===== config.mk =====
export PLATFORM = sky130hd
export DESIGN_NAME = data_mem_responder
export DESIGN_NICKNAME = d
export VERILOG_FILES = /design/src/rtl/mem_if_pkg.sv /design/src/rtl/dmem_array.sv /design/src/rtl/data_mem_responder.sv
export SDC_FILE = /design/constraint.sdc
export NUM_CORES = 1
export LEC_CHECK = 0
export ABC_CLOCK_PERIOD_IN_PS = 8460
export CAP_MARGIN = 20
export CORE_ASPECT_RATIO = 1.25
export CORE_UTILIZATION = 45
export CTS_CLUSTER_SIZE = 30
export DETAILED_ROUTE_END_ITERATION = 6
export DONT_BUFFER_PORTS = 1
export PLACE_DENSITY_LB_ADDON = 0.25
export SYNTH_ARGS = -nofsm -noshare
export SYNTH_HDL_FRONTEND = slang
export SYNTH_SLANG_ARGS = --single-unit

===== constraint.sdc =====
create_clock -name Clock -period 8.46 [get_ports Clock]
set_clock_uncertainty 0.05 [all_clocks]
set_input_delay 1.692 -clock Clock [delete_from_list [all_inputs] [get_ports Clock]]
set_output_delay 1.692 -clock Clock [all_outputs]
set_load 0.005 [all_outputs]

===== src/rtl/mem_if_pkg.sv =====
// Shared definitions for the data memory responder: FSM encoding, default
// sizing constants and the address legality check.
package mem_if_pkg;

  typedef enum logic [1:0] {
    IDLE = 2'd0,
    WAIT = 2'd1,
    RESP = 2'd2
  } state_e;

  localparam int DEFAULT_DEPTH   = 32;
  localparam int DEFAULT_LATENCY = 2;

  // A request is illegal if it is not word aligned or its word index is past the array end.
  function automatic logic access_error(input logic [31:0] byte_addr, input int depth);
    return (byte_addr[1:0] != 2'b00) || ({2'b00, byte_addr[31:2]} >= 32'(depth));
  endfunction

endpackage


===== src/rtl/dmem_array.sv =====
// Word storage for the responder: one synchronous write port and one
// asynchronous read port. Contents are not affected by reset.
module dmem_array #(
  parameter int DEPTH = 32,
  parameter int IDX_W = 5
) (
  input  logic             clk,
  input  logic             we,
  input  logic [IDX_W-1:0] waddr,
  input  logic [31:0]      wdata,
  input  logic [IDX_W-1:0] raddr,
  output logic [31:0]      rdata
);

  logic [31:0] mem [DEPTH] = '{default: 32'h0};

  always_ff @(posedge clk) begin
    if (we) begin
      mem[waddr] <= wdata;
    end
  end

  // Indices past the end only occur on error transactions, whose data is discarded.
  assign rdata = (32'(raddr) < 32'(DEPTH)) ? mem[raddr] : 32'h0;

endmodule


===== src/rtl/data_mem_responder.sv =====
// Fixed-latency data memory slave: accepts one load/store at a time and
// answers with a registered one-cycle ack after LATENCY cycles.
module data_mem_responder
  import mem_if_pkg::*;
#(
  parameter int DEPTH   = DEFAULT_DEPTH,
  parameter int LATENCY = DEFAULT_LATENCY
) (
  input  logic        Clock,
  input  logic        Resetn,
  input  logic        req,
  input  logic        we,
  input  logic [31:0] addr,
  input  logic [31:0] wdata,
  output logic        ack,
  output logic        err,
  output logic [31:0] rdata,
  output logic        busy
);

  localparam int         IDX_W    = (DEPTH > 1) ? $clog2(DEPTH) : 1;
  localparam logic [3:0] CNT_INIT = (LATENCY > 1) ? 4'(LATENCY - 2) : 4'd0;

  state_e state, next_state;
  logic [3:0]  cnt, cnt_next;
  logic        accept;
  logic        enter_resp;

  logic        lat_we;
  logic [31:0] lat_addr;
  logic [31:0] lat_wdata;

  logic        cur_we;
  logic [31:0] cur_addr;
  logic [31:0] cur_wdata;
  logic        cur_err;
  logic [IDX_W-1:0] cur_idx;

  logic        array_we;
  logic [31:0] array_rdata;

  // In IDLE the live inputs describe the transaction (needed when LATENCY=1
  // enters RESP on the accepting edge); afterwards only the latched copy counts.
  assign cur_we    = (state == IDLE) ? we    : lat_we;
  assign cur_addr  = (state == IDLE) ? addr  : lat_addr;
  assign cur_wdata = (state == IDLE) ? wdata : lat_wdata;
  assign cur_err   = access_error(cur_addr, DEPTH);
  assign cur_idx   = cur_addr[IDX_W+1:2];

  assign accept   = (state == IDLE) && req;
  assign busy     = (state != IDLE);
  assign array_we = Resetn && enter_resp && cur_we && !cur_err;

  always_comb begin
    next_state = state;
    cnt_next   = cnt;
    enter_resp = 1'b0;
    case (state)
      IDLE: begin
        if (req) begin
          if (LATENCY == 1) begin
            next_state = RESP;
            enter_resp = 1'b1;
          end else begin
            next_state = WAIT;
            cnt_next   = CNT_INIT;
          end
        end
      end
      WAIT: begin
        if (cnt == 4'd0) begin
          next_state = RESP;
          enter_resp = 1'b1;
        end else begin
          cnt_next = cnt - 4'd1;
        end
      end
      RESP: begin
        next_state = IDLE;
      end
      default: begin
        next_state = IDLE;
        cnt_next   = 4'd0;
      end
    endcase
  end

  always_ff @(posedge Clock or negedge Resetn) begin
    if (!Resetn) begin
      state <= IDLE;
      cnt   <= 4'd0;
      ack   <= 1'b0;
      err   <= 1'b0;
      rdata <= 32'h0;
    end else begin
      state <= next_state;
      cnt   <= cnt_next;
      ack   <= enter_resp;
      err   <= enter_resp && cur_err;
      rdata <= (enter_resp && !cur_we && !cur_err) ? array_rdata : 32'h0;
    end
  end

  // Request fields are captured once so later input changes cannot disturb the transfer.
  always_ff @(posedge Clock) begin
    if (accept) begin
      lat_we    <= we;
      lat_addr  <= addr;
      lat_wdata <= wdata;
    end
  end

  dmem_array #(
    .DEPTH (DEPTH),
    .IDX_W (IDX_W)
  ) u_array (
    .clk   (Clock),
    .we    (array_we),
    .waddr (cur_idx),
    .wdata (cur_wdata),
    .raddr (cur_idx),
    .rdata (array_rdata)
  );

endmodule


Word level (Yosys, flattened, before mapping) --
Memories as Yosys holds them, arrays and structs flattened. Cells that the tools add are included.
Word-level totals: register bits after elaboration 105, RAM bits 1024, output and inout bits 35, logic and storage cells 47, memories kept 1
Operators by class: add/sub/neg operators 1, $lt $le $gt $ge 1, eq/ne operators 5, mux-type cells 14, bitwise logic cells 1, reductions and logical operators 16
Memories:
- u_array.mem | depth 32, width 32, read ports 1, clocked after Yosys merged registers in 0, wr ports 1, line dmem_array.sv:15 | logic [31:0] mem [DEPTH] = '{default: 32'h0};
Operators with widths (number):
- $mux 32 | 3
- $ge 30x6->1 const B | 1
- $pmux 4 s3 | 1
- $mux 4 | 2
- $logic_and 1x1->1 | 7
- $ne 2x2->1 const B | 3
- $mux 1 | 5
- $logic_not 4->1 | 1
- $mux 2 | 2
- $pmux 2 s2 | 1
- $reduce_bool 2->1 | 2
- $sub 4x1->4 const B | 1
- $reduce_and 3->1 | 1
- $eq 2x1->1 const B | 1
- $eq 2x2->1 const B | 1
- $logic_not 1->1 | 2
- $logic_not 2->1 | 1
- $reduce_and 2->1 | 1
- $logic_or 1x1->1 | 1
- $not 1->1 | 1

Logic depth before layout (Yosys ltp) --
word-level depth 8, mapped depth 11

Modules after synthesis --
Synthesis repeated with hierarchy kept, for this count alone.
Second synthesis, totals: cell total of the unflattened synthesis 2467, area, all modules 44112.3 sq um
Modules (own cells, without submodules):
- dmem_array | instances 1, cells an instance 2228, area each 39844.5 sq um
- data_mem_responder | instances 1, cells an instance 239, area each 4267.8 sq um

Least setup slack after synthesis --
Ideal clock, no wire load.
path kind in2reg, from input addr[15], to memory u_array.mem[0][0], enable pin, setup time 0.421 ns, data arrival time 4.142 ns, required time 7.989 ns, slack 3.847 ns, stages on the path 6, path buffers 0, cells stage by stage nor4_1 > nand4_1 > o22ai_1 > and4b_1 > nand2_1 > nor2_1
Between the ends: longest elaborated chain between the ends 7
Ends and longest elaborated chain:
- start: declaration | line data_mem_responder.sv:13 | input logic [31:0] addr,
- $mux 32 | line data_mem_responder.sv:45 | assign cur_addr = (state == IDLE) ? addr : lat_addr;
- $ge 30x6->1 | line mem_if_pkg.sv:16 | return (byte_addr[1:0] != 2'b00) || ({2'b00, byte_addr[31:2]} >= 32'(depth));
- $logic_or 1x1->1 | line mem_if_pkg.sv:16
- $logic_not 1->1 | line data_mem_responder.sv:52 | assign array_we = Resetn && enter_resp && cur_we && !cur_err;
- $logic_and 1x1->1 | line data_mem_responder.sv:52
- $mux 1 | line dmem_array.sv:18 | if (we) begin
- $mux 1 (implied by the code) | line dmem_array.sv:19 | mem[waddr] <= wdata;
- end: declaration | line dmem_array.sv:15
Every way passes these cells.

Worst setup path in the final report --
from register state[0], to register rdata[17]
Between the ends: longest elaborated chain between the ends 7, elaborated cells between the ends (all ways) 14, those cells by class order compare (1); eq/ne (1); mux (4); reduce/logical (7); memory (1)
Ends and longest elaborated chain:
- start: declaration | line data_mem_responder.sv:24 | state_e state, next_state;
- start signal: assignment | line data_mem_responder.sv:96 | state <= next_state;
- $logic_not 2->1 | line data_mem_responder.sv:44, data_mem_responder.sv:45
- $mux 32 | line data_mem_responder.sv:45
- $ge 30x6->1 or $reduce_bool 2->1 (tied branches) | line mem_if_pkg.sv:16
- $logic_or 1x1->1 | line mem_if_pkg.sv:16
- $logic_not 1->1 | line data_mem_responder.sv:100 | rdata <= (enter_resp && !cur_we && !cur_err) ? array_rdata : 32'h0;
- $logic_and 1x1->1 | line data_mem_responder.sv:100
- $mux 32 (*) | line data_mem_responder.sv:100
- end signal: assignment | line data_mem_responder.sv:100
- end: declaration | line data_mem_responder.sv:17 | output logic [31:0] rdata,
Mark *: on every way between the ends. The rest lies on a longest branch, timed or not. A chain may end at the register's enable or synchronous reset.

==> flow_summary.ini <==
[timing]
rsz0062_at_grt = false
final_max_slew_viol_count = 0
fin_ws_ps = 3810
worstMarginPinSlew_ps = 1160
setup_viol_count_final = 0
period_minus_slack_ps = 4650
period_share = 0.550
slew_headroom = 0.224
fin_setup_tns_ps = 0
hold_violations = 0
timing.fmax_mhz = 215

[setup_path]
rr_worst_depth = 9
endpoint_kind = flip-flop
path_max_fanout = 61
critical_path_class = flip-flop to flip-flop
start_kind = flip-flop
required_ps = 8980
arrival_ps = 5180

[detailed_routing]
avgRoutedWirePerCell_um = 31.0
drc = 0
drt_first_pass_iters = 6
antenna_violating_nets_post_route = 0
drt_iter0_drc = 3111
vias_per_cell = 6.35
dr_total_vias = 23300
wl_um = 113000

[global_routing]
grt_remaining_overflow = 0
grt_pass1_wl_um = 161000
antenna_found_initial = 0
track_usage = 0.244
grt_pass1_vias = 22700
grt_max_degree = 159

[power_and_ir_drop]
clock_power_share = 0.294
peakVddDrop_uv = 304
p_leak_nw = 14.3
p_seq_frac = 0.461
combPwrFrac = 0.245
internal_power_w = 0.0105
swShare = 0.324
p_per_area_nw_per_um2 = 339
finalPower_w = 0.0156
power.switching_w = 0.00505

[clock_tree]
ctsHoldBuffers = 0
cts_setup_buffers = 0
clk_pin_slew_worst_paths_ps = 60
cts.sinks = 1129
cts_buffers = 104
cts_root_buffer = clkbuf_16
htreeDepth = 3
cts-resized-gates = 0
cts_tree = done
insertion_delay_ps = 710
clock_path_buffers = 3

[place]
dp_hpwl_um = 66000
placed_area_um2 = 42600
port_buffers = 0
dp_slack_ps = 3470
gp_congestion = 0.845

[die]
dieArea_um2 = 91600
io_pins = 103
rows = 122
start_util = 0.457
fp.dieW_um = 271
core-area_um2 = 89000
die_height_um = 338

[run_status]
outcome = finished, final reports clean

[layout]
final_core_util = 0.517
mostFrequentLayoutCell = edfxtp_1
syn_to_final_growth_pct = 13.1
final_cell_mix = 1089 x edfxtp_1, 501 x o22ai_1, 243 x o21ai_0
drive_above_1_share = 0.111
nFillCells = 7040
final_nets = 2470
seq_area_um2 = 33700
multi_input_area_um2 = 6500
finalInstanceArea_um2 = 46000

[logic_synthesis]
ys_seq_area_frac = 0.829
yosysTopAreaCellShare = 0.804
synth_cell_type_count = 48
yosys_warnings = 0
syn_area_um2 = 40700
synth-seq-cells = 1129
synth_area_leader_cell = edfxtp_1
syn_avg_cell_area_um2 = 17.2
ys.flop_type = edfxtp_1
postSynthCellCount = 2366
synth_area_leaders = edfxtp_1 80%, o22ai_1 7.7%, o21ai_0 3.0%
synth_edf_count = 1089
syn_nets = 2436
synth_async_sr_flop_share = 0.0354

[min_path]
min_path_type = flip-flop to flip-flop
min_path_cells = 1

[job]
maxCapViolCount = 0
-- stage by stage --
| stage | hold WS [ps] | std cells |
|---|---|---|
| global placement | 478 | 3453 |
| CTS | 516 | 3660 |
| finish | 512 | 3665 |
| global route | 535 | 3664 |
| floorplan | 460 | 2366 |
| detailed placement | 497 | 3468 |
-- final cells by class --
| class | count | share of cell area |
|---|---|---|
| Sequential cell | 1129 | 0.733 |
| Timing Repair Buffer | 77 | 0.0206 |
| Antenna cell | 1 | 0.0000544 |
| Tap cell | 1178 | 0.0321 |
| Inverter | 8 | 0.000653 |
| Clock buffer | 146 | 0.0618 |
| Multi-Input combinational cell | 1080 | 0.141 |
| Clock inverter | 46 | 0.0105 |
-- metal layers --
layer	global-route usage	wire length, µm
met2	0.403	56000
met3	0.0382	10300
met5	0	0
met1	0.325	43200
met4	0.0939	4030
-- critical path: stages, from the launching register on --
cell	delay (ps)
dfrtp_1	670
nor2_8	280
inv_2	120
buf_4	500
o21a_4	560
buf_4	690
o22ai_1	190
o21ai_0	540
nand4_1	410
nor3_1	420
-- cells in the mapped netlist, types with 3 or more instances --
cell type	n
nand2_1	110
and2_1	3
buf_6	5
edfxtp_1	1089
mux2i_1	3
buf_4	13
nor4_1	13
o21ai_1	9
nor2_1	40
nor3_1	34
o22ai_1	501
o21ai_0	243
inv_1	7
nand2b_1	4
nand4_1	66
o21a_1	3
buf_1	3
dfrtp_1	40
buf_2	90
a221oi_1	8
clkbuf_1	38
a22o_1	12
a31oi_1	3
-- power by group through the flow --
stage | combinational, W | sequential [W] | clock, W
after detailed placement | 0.00373 | 0.00731 | 0
after CTS | 0.00374 | 0.00720 | 0.00462
after global placement | 0.00363 | 0.00731 | 0
final | 0.00381 | 0.00719 | 0.00459
after global routing | 0.00400 | 0.00720 | 0.00482
after floorplan | 0.00209 | 0.00730 | 0
-- final timing paths --
check / slack (ps) / start / end
setup / recovery: 3810 / state[0] / rdata[17]
hold / removal: 510 / cnt[1] / cnt[1]
setup reg to reg: 3810 / state[0] / rdata[17]
hold reg to reg: 510 / cnt[1] / cnt[1]
max in group asynchronous: 7600 / Resetn / cnt[3]
min in group asynchronous: 630 / Resetn / rdata[21]
-- state kept, by name, indices dropped and copies added, names as in the netlist --
register / cells
ack: 1
cnt: 4
err: 1
lat_addr: 32
lat_wdata: 32
lat_we: 1
rdata: 32
state: 2
u_array.mem: 1024
-- cell families (layout without fill, tap and decap cells) --
family	count (synthesis)	in the layout	share of synthesized area
other	0	1	0
adder cells (fa/ha/maj)	2	2	0.000615
AO/OA/AOI/OAI	790	790	0.116
flip-flops	1129	1129	0.829
buffers and inverters	157	277	0.0194
multiplexers	4	4	0.00102
XOR/XNOR	1	1	0.000215
AND/OR/NAND/NOR	283	283	0.0341
Power figures use the tool's default switching activity.
